**src/rtl/fx2_out_ep_cmd_reader.sv**
```systemverilog
// Drains FX2 OUT endpoint EP4 and parses it into writes to an 8x8 register bank.
// Define FX2_CMD_CHECKSUM_EN for 3-byte packets carrying an XOR check byte.
module fx2_out_ep_cmd_reader #(
    parameter logic [1:0] EP_ADDR    = 2'b01,
    parameter logic [7:0] REG0_RESET = 8'h01
) (
    input  logic       FX2_IFCLK,
    input  logic       MAX2_nRESET,
    input  logic       MAX2_FIFO_DIR,
    input  logic       FX2_FLAGC,
    input  logic [7:0] FX2_FD_IN,
    output logic       FX2_SLOE,
    output logic       FX2_SLRD,
    output logic [1:0] FX2_FIFOADDR,
    output logic       FX2_BUS_OWN,
    output logic       REG_WR_STROBE,
    output logic [2:0] REG_WR_ADDR,
    output logic [7:0] REG_WR_DATA,
    input  logic [2:0] REG_RD_ADDR,
    output logic [7:0] REG_RD_DATA,
    output logic       EXT_SOUND_ENABLE,
    output logic [7:0] ERR_COUNT
);

    typedef enum logic [2:0] {
        IDLE,
        SETUP,
        CHECK,
        STROBE,
        WAIT
    } state_t;

    state_t     state;
    logic [7:0] byte_q;
    logic [1:0] byte_cnt;
    logic [7:0] regs [8];

`ifdef FX2_CMD_CHECKSUM_EN
    logic [7:0] hdr_q;
    logic [7:0] data_q;
    logic [7:0] err_q;

    assign ERR_COUNT = err_q;
`else
    logic [2:0] hdr_q;

    assign ERR_COUNT = 8'h00;
`endif

    assign FX2_FIFOADDR     = EP_ADDR;
    assign REG_RD_DATA      = regs[REG_RD_ADDR];
    assign EXT_SOUND_ENABLE = regs[0][0];

    always_ff @(posedge FX2_IFCLK or negedge MAX2_nRESET) begin
        if (!MAX2_nRESET) begin
            state         <= IDLE;
            byte_q        <= '0;
            byte_cnt      <= '0;
            hdr_q         <= '0;
`ifdef FX2_CMD_CHECKSUM_EN
            data_q        <= '0;
            err_q         <= '0;
`endif
            FX2_SLOE      <= 1'b1;
            FX2_SLRD      <= 1'b1;
            FX2_BUS_OWN   <= 1'b0;
            REG_WR_STROBE <= 1'b0;
            REG_WR_ADDR   <= '0;
            REG_WR_DATA   <= '0;
            regs[0]       <= REG0_RESET;
            for (int i = 1; i < 8; i++) begin
                regs[i] <= '0;
            end
        end else begin
            REG_WR_STROBE <= 1'b0;
            // Losing direction abandons any partial packet; the host resyncs.
            if (state != IDLE && !MAX2_FIFO_DIR) begin
                state       <= IDLE;
                byte_cnt    <= '0;
                FX2_SLOE    <= 1'b1;
                FX2_SLRD    <= 1'b1;
                FX2_BUS_OWN <= 1'b0;
            end else begin
                unique case (state)
                    IDLE: begin
                        if (MAX2_FIFO_DIR) begin
                            state       <= SETUP;
                            FX2_SLOE    <= 1'b0;
                            FX2_BUS_OWN <= 1'b1;
                        end
                    end
                    SETUP: begin
                        state <= CHECK;
                    end
                    CHECK: begin
                        if (FX2_FLAGC) begin
                            byte_q   <= FX2_FD_IN;
                            FX2_SLRD <= 1'b0;
                            state    <= STROBE;
                        end
                    end
                    STROBE: begin
                        FX2_SLRD <= 1'b1;
                        state    <= WAIT;
                        unique case (byte_cnt)
                            2'd0: begin
                                if (byte_q[7]) begin
`ifdef FX2_CMD_CHECKSUM_EN
                                    hdr_q <= byte_q;
`else
                                    hdr_q <= byte_q[2:0];
`endif
                                    byte_cnt <= 2'd1;
                                end
                            end
`ifdef FX2_CMD_CHECKSUM_EN
                            2'd1: begin
                                data_q   <= byte_q;
                                byte_cnt <= 2'd2;
                            end
                            default: begin
                                byte_cnt <= 2'd0;
                                if (byte_q == (hdr_q ^ data_q ^ 8'hA5)) begin
                                    regs[hdr_q[2:0]] <= data_q;
                                    REG_WR_ADDR      <= hdr_q[2:0];
                                    REG_WR_DATA      <= data_q;
                                    REG_WR_STROBE    <= 1'b1;
                                end else if (err_q != 8'hFF) begin
                                    err_q <= err_q + 8'd1;
                                end
                            end
`else
                            default: begin
                                byte_cnt      <= 2'd0;
                                regs[hdr_q]   <= byte_q;
                                REG_WR_ADDR   <= hdr_q;
                                REG_WR_DATA   <= byte_q;
                                REG_WR_STROBE <= 1'b1;
                            end
`endif
                        endcase
                    end
                    WAIT: begin
                        state <= CHECK;
                    end
                    default: begin
                        state <= IDLE;
                    end
                endcase
            end
        end
    end

endmodule

```
**config.mk**
```make
export PLATFORM = sky130hd
export DESIGN_NAME = fx2_out_ep_cmd_reader
export DESIGN_NICKNAME = d
export VERILOG_FILES = /design/src/rtl/fx2_out_ep_cmd_reader.sv
export SDC_FILE = /design/constraint.sdc
export NUM_CORES = 1
export LEC_CHECK = 0
export CORE_MARGIN = 2
export CORE_UTILIZATION = 45
export CTS_CLUSTER_SIZE = 14
export DETAILED_ROUTE_END_ITERATION = 6
export GPL_ROUTABILITY_DRIVEN = 0
export GPL_TIMING_DRIVEN = 0
export PLACE_DENSITY = 0.76
export SLEW_MARGIN = 15
export SYNTH_ARGS = -nofsm -noshare
export SYNTH_HDL_FRONTEND = slang
export SYNTH_SLANG_ARGS = --single-unit
```
**constraint.sdc**
```tcl
create_clock -name FX2_IFCLK -period 3.5 [get_ports FX2_IFCLK]
set_input_delay 1.05 -clock FX2_IFCLK [delete_from_list [all_inputs] [get_ports FX2_IFCLK]]
set_output_delay 1.05 -clock FX2_IFCLK [all_outputs]
set_load 0.005 [all_outputs]
```
==> impl_metrics.env <==
export IMPL_hold_viol_final=0
export IMPL_final_cell_area_um2=5110
export IMPL_start_kind="input pin"
export IMPL_drt_iter0_drc=105
export IMPL_post_dp_hpwl_um=5340
export IMPL_netlist_instances=287
export IMPL_fin_crit_sh_pct=97.6
export IMPL_outcome="finished clean"
export IMPL_grt_max_degree=50
export IMPL_finalNonFillerCells=477
export IMPL_worst_pin_slew_ps=868
export IMPL_synthArstFlopShare_pct=100
export IMPL_clock_sinks=94
export IMPL_period_minus_slack_ps=3420
export IMPL_io_pins=49
export IMPL_synth_edf_count=0
export IMPL_ys_flop_type="dfrtp_1"
export IMPL_area_delta_synth_final_pct=18.8
export IMPL_path_max_fanout=8
export IMPL_ys_ff_latch=94
export IMPL_grt_pass1_wl_um=13400
export IMPL_syn_area_um2=4300
export IMPL_die_w_um=102
export IMPL_via_count=2465
export IMPL_cts_tree="yes"
export IMPL_powerDensity_nw_per_um2=602
export IMPL_cap_violations=0
export IMPL_dp_slack_ps=-713
export IMPL_core_area_um2=9240
export IMPL_die_area_um2=10400
export IMPL_critPathArrivalTime_ps=2370
export IMPL_end_kind="output port"
export IMPL_fin_util_pct=55.3
export IMPL_grtUsageTotal_pct=17.3
export IMPL_clk_latency_ps=360
export IMPL_ir_worst_vdd_mv=0.314
export IMPL_grt_pass1_vias=2518
export IMPL_p_leak_nw=2.45
export IMPL_worstSetupPathType="input pin to output port"
export IMPL_relSlewSlack_pct=41.8
export IMPL_post_drt_wl_per_cell_um=16.9
export IMPL_synth_warnings=0
export IMPL_timing_final_ws_setup_ps=83.0
export IMPL_nNetsFinal=361
export IMPL_clockBufferDepth=2
export IMPL_dpl_cell_area_um2=4870
export IMPL_ys_seq_area_share_pct=54.7
export IMPL_rsz0062_at_grt="false"
export IMPL_ant_nets=0
export IMPL_diodes=0
export IMPL_grt_antenna_before_repair=0
export IMPL_finalSetupViolCount=0
export IMPL_slew_violations=0
export IMPL_drt_wl_total_um=8060
export IMPL_dieHeight_um=102
export IMPL_hp_class="register to register"
export IMPL_cts_buffers=9
export IMPL_hold_worst_slack_ps=498
export IMPL_io_buffers=35
export IMPL_initial_core_util_pct=46.6
export IMPL_drcViolationCount=0
export IMPL_clk_pin_slew_worst_paths_ps=80
export IMPL_drive_above_1_share_pct=44.5
export IMPL_htree_num_levels=3
export IMPL_synth_cell_types=35
export IMPL_cts_root_buffer="clkbuf_8"
export IMPL_grt_overflow_total=0
export IMPL_fmax_mhz=293
export IMPL_viasPerCell=5.17
export IMPL_dr_pass1_iters=4
export IMPL_post_cts_buffers=0
export IMPL_rows=35
export IMPL_crit_required_ps=2450
export IMPL_skew_ps=11.2
export IMPL_dp_cells=460
export IMPL_syn_area_per_cell_um2=15.0
==> report_power, final <==
group / internal [mW] / total (mW) / switching, mW
Sequential: 1.33 / 1.44 / 0.108
Combinational: 0.527 / 0.980 / 0.454
Clock: 0.281 / 0.660 / 0.378
==> registers in the layout, summed over array words and instances (netlist names) <==
register and count:
regs 63, FX2_BUS_OWN 1, EXT_SOUND_ENABLE 1, FX2_SLRD 1
byte_q 8, byte_cnt 1, FX2_SLOE 1, hdr_q 3
REG_WR_STROBE 1, state 3, REG_WR_ADDR 3, REG_WR_DATA 8
==> critical path, cell delays in order <==
cell           delay (ps)
buf_12                130
buf_12                130
mux4_2                500
mux2_2                290
dlygate4sd2_1         260
==> cells in the final DEF, fill, tap and decap left out, types with 3 or more instances in the layout <==
master and instances:
mux2_2 95, clkdlybuf4s50_1 26, buf_2 3, o21ai_0 4
nor2_1 3, dfrtp_1 91, clkbuf_1 8, mux4_2 16
dfstp_2 3, buf_4 14, nand4_1 4, dlygate4sd2_1 8
conb_1 10, buf_1 5, nand2_1 5, ha_1 3
inv_1 5, clkbuf_8 11
==> layout make-up <==
class	instances	area (µm²)
fillers	753	4130
flip-flops and latches	94	2360
multi-input cells	164	1790
repair buffers	37	393
plain buffers	32	215
well taps	129	161
clock buffers	10	138
clock inverters	6	43.8
inverters	5	18.8
==> through the flow <==
stage          setup TNS (ps)  power [mW]
6_report                    0        3.08
3_3_place_gp          -189380        2.40
2_1_floorplan               0        2.06
5_1_grt                     0        3.29
4_1_cts                     0        3.11
3_5_place_dp            -5630        2.44
==> synth_stat cells, types with 2 or more instances <==
library cell / instances / share of area [%]
dfrtp_1: 91 / 53
nor3_1: 2 / 0.23
o21ai_0: 4 / 0.47
nor2_1: 3 / 0.26
nor4_1: 2 / 0.29
ha_1: 3 / 0.87
nand2_1: 5 / 0.44
buf_2: 5 / 0.58
clkbuf_1: 9 / 0.78
dfstp_2: 3 / 1.8
mux2_2: 95 / 25
nand3_1: 2 / 0.23
mux4_2: 16 / 8.4
nor2b_1: 2 / 0.29
conb_1: 2 / 0.17
buf_1: 6 / 0.52
inv_1: 5 / 0.44
buf_4: 12 / 2.1
nand4_1: 4 / 0.58
==> what timing repair did <==
item,in CTS,in global routing
resized for setup,22,0
hold buffers,0,0
endpoints found under the setup margin,8,0
hold endpoints to repair,0,0
==> worst paths after layout <==
check,from,to,slack [ps],cells after the start
max,REG_RD_ADDR[0],REG_RD_DATA[0],80,5
max reg2reg,state[2],regs[2],540,7
max in group asynchronous,MAX2_nRESET,EXT_SOUND_ENABLE,2100,2
min reg2reg,regs[17],regs[17],500,1
min in group asynchronous,MAX2_nRESET,REG_WR_DATA[0],690,1
min,regs[17],regs[17],500,1
==> cells by family after synthesis <==
| logic type | Yosys count | synth area share [%] |
|---|---|---|
| AOI/OAI and AO/OA | 8 | 1.16 |
| xor gates and xnor gates | 1 | 0.204 |
| adders and majority gates | 3 | 0.872 |
| buffers and inverters | 37 | 4.42 |
| DFF | 94 | 54.7 |
| muxes | 113 | 33.7 |
| other | 2 | 0.174 |
| and+or+nand+nor | 29 | 4.71 |
==> metal layers <==
| layer | routed length, µm | vias to the layer above | GRT usage, % |
|---|---|---|---|
| li1 | - | 1134 | - |
| met1 | 3620 | 1287 | 24.0 |
| met2 | 4120 | 38 | 28.0 |
| met3 | 241 | 6 | 3.38 |
| met4 | 77 | 0 | 4.89 |
| met5 | 0 | - | 0 |
(Power assumes the default switching activity.)
==> patch: new RTL, config.mk and constraints unchanged <==
The 5 states of `state_t` get a one-hot encoding in 5 bits.
--- a/src/rtl/fx2_out_ep_cmd_reader.sv
+++ b/src/rtl/fx2_out_ep_cmd_reader.sv
@@ -24,8 +24,8 @@
 
-    typedef enum logic [2:0] {
-        IDLE,
-        SETUP,
-        CHECK,
-        STROBE,
-        WAIT
+    typedef enum logic [4:0] {
+        IDLE   = 5'b00001,
+        SETUP  = 5'b00010,
+        CHECK  = 5'b00100,
+        STROBE = 5'b01000,
+        WAIT   = 5'b10000
     } state_t;
Formal check against the unedited RTL: same outputs for any inputs over 10 cycles, from zero or initial values and one cycle with MAX2_nRESET low; not proved beyond that.
==> patch against the original RTL <==
- global-route usage increased by 0.83 points
- sequential cell count increased by 2
- wire length increased by 8.9%
- setup slack got worse by 0.028 ns
- power decreased by 17%
- sequential share of layout area decreased by 1.0 points
- highest routed layer unchanged
- synthesized area increased by 3.2%
- utilization decreased by 0.16 points
- largest power group unchanged
- design area increased by 4.5%
- first-iteration DRC count decreased by 19%
- clock skew decreased by 0.0011 ns
- hold slack got worse by 0.00054 ns
==> patch: results (changes against the original RTL) <==
==================================================================================
Status .............................................................. finished clean   unchanged
Total number of vias ................................................         2617   was 2465
List of most frequent post-synthesis cells .......................... 92 x sky130_fd_sc_hd__dfrtp_1, 86 x sky130_fd_sc_hd__mux2_2, 16 x sky130_fd_sc_hd__mux4_2, 12 x sky130_fd_sc_hd__buf_4, 11 x sky130_fd_sc_hd__clkbuf_1   was 95 x sky130_fd_sc_hd__mux2_2, 91 x sky130_fd_sc_hd__dfrtp_1, 16 x sky130_fd_sc_hd__mux4_2, 12 x sky130_fd_sc_hd__buf_4, 9 x sky130_fd_sc_hd__clkbuf_1
Sequential cells ....................................................           96   was 94
Cell total after placement ..........................................          479   was 460
Area occupied by registers ..........................................    2410 um^2   was 2360 um^2
Maximum vdd drop ....................................................   0.000280 V   was 0.000314 V
Multi-input gate share of the layout cell area ......................        35.1%   was 35.0%
Non-clock buffering overhead ........................................        12.5%   was 11.9%
Compound-Gate Fraction of Synth Area ................................        2.28%   was 1.16%
Leakage power summed over all cells .................................      2.59 nW   was 2.45 nW
Synthesized-area fraction occupied by adder cells ...................       0.845%   was 0.872%
Biggest regs ........................................................ regs: 63 flops, REG_WR_DATA: 8 flops, byte_q: 8 flops   unchanged
Synthesized netlist cell count ......................................          302   was 287
HPWL after detailed placement .......................................      5.78 mm   was 5.34 mm
Arrival time of the worst setup path ................................      2.40 ns   was 2.37 ns
Worst-case clock buffer depth .......................................            2   unchanged
Multi-input gate count ..............................................          177   was 164
Cells taking the most area after synthesis .......................... sky130_fd_sc_hd__dfrtp_1 52%, sky130_fd_sc_hd__mux2_2 22%, sky130_fd_sc_hd__mux4_2 8.1%   was sky130_fd_sc_hd__dfrtp_1 53%, sky130_fd_sc_hd__mux2_2 25%, sky130_fd_sc_hd__mux4_2 8.4%
Global router's overall resource usage ..............................        18.1%   was 17.3%
Number of non-clock buffers in the layout ...........................           75   was 69
Pre-antenna DRT Iters ...............................................            4   unchanged
Portion of netlist area occupied by mux cells .......................        32.8%   was 33.7%
Via count of the first global-routing pass ..........................         2697   was 2518
Area of the die .....................................................   10700 um^2   was 10400 um^2
Cell family contributing the most delay on the critical path ........ multiplexers   unchanged
Average wire length per cell after detail routing ...................      17.4 um   was 16.9 um
Unique masters post-synth ...........................................           38   was 35
Insertion delay of the later-clocked pin in the worst-skew pair .....      0.38 ns   was 0.36 ns
Post-synthesis share of cell area spent on xor and xnor gates .......       0.394%   was 0.203%
Area of placed instances ............................................    5020 um^2   was 4870 um^2
Final #Nets .........................................................          383   was 361
Maximum net fanout on the critical path .............................            7   was 8
Share of final-layout standard cells stronger than drive strength 1 .        43.8%   was 44.5%
Sequential element share of the synthesized area ....................        54.2%   was 54.7%
H-tree depth ........................................................            3   unchanged
Post-Place Setup Slack ..............................................    -0.806 ns   was -0.713 ns
Clock-cell share ....................................................        3.79%   was 3.55%
Invs w/o clock ......................................................            6   was 5
Clock skew after layout .............................................    0.0101 ns   was 0.0112 ns
Actual slew at the worst max-slew pin ...............................      1.06 ns   was 0.868 ns
Number of clock buffer instances in the layout ......................            9   was 10
==================================================================================
## patch: cell families (layout without fill, tap and decap cells)
kind of cell               after synthesis  in the layout
muxes                                  111            111
xor gates and xnor gates                 2              2
adders and majority gates                3              3
AOI/OAI and AO/OA                       16             16
buffers and inverters                   37             97
and+or+nand+nor                         35             35
DFF                                     96             96
other                                    2             10
## patch: timing repair
action / in CTS / in global routing
cloned: 1 / 0
buffers inserted: 2 / 5
resized for setup: 23 / 1
pin swaps: 0 / 0
setup endpoints to repair: 8 / 2
## patch: path summary, 6_finish.rpt
| path | start | endpoint | slack (ns) | cells after the start |
|---|---|---|---|---|
| min reg2reg | FX2_BUS_OWN$_DFFE_PN0P_ | FX2_BUS_OWN$_DFFE_PN0P_ | 0.50 | 2 |
| max in group asynchronous | MAX2_nRESET | FX2_SLOE$_DFFE_PN1P_ | 2.10 | 2 |
| min in group asynchronous | MAX2_nRESET | regs[14]$_DFFE_PN0P_ | 0.68 | 1 |
| max reg2reg | state[2]$_DFFE_PN0P_ | regs[20]$_DFFE_PN0P_ | 0.45 | 8 |
| max | REG_RD_ADDR[0] | REG_RD_DATA[6] | 0.05 | 6 |
| min | FX2_BUS_OWN$_DFFE_PN0P_ | FX2_BUS_OWN$_DFFE_PN0P_ | 0.50 | 2 |
## patch: report_power, final
| part | leakage (nW) | switching (mW) | internal (mW) |
|---|---|---|---|
| registers | 1.31 | 0.0467 | 1.20 |
| clock network | 0.0977 | 0.404 | 0.337 |
| logic | 1.18 | 0.328 | 0.230 |
| total | 2.59 | 0.779 | 1.77 |
## patch: routing by layer
layer,routed length (um),GRT usage [%],up-vias
met1,3890,23.9,1356
met3,285,3.43,10
met2,4450,29.8,47
met5,0,0,-
met4,158,7.29,0
li1,-,-,1204
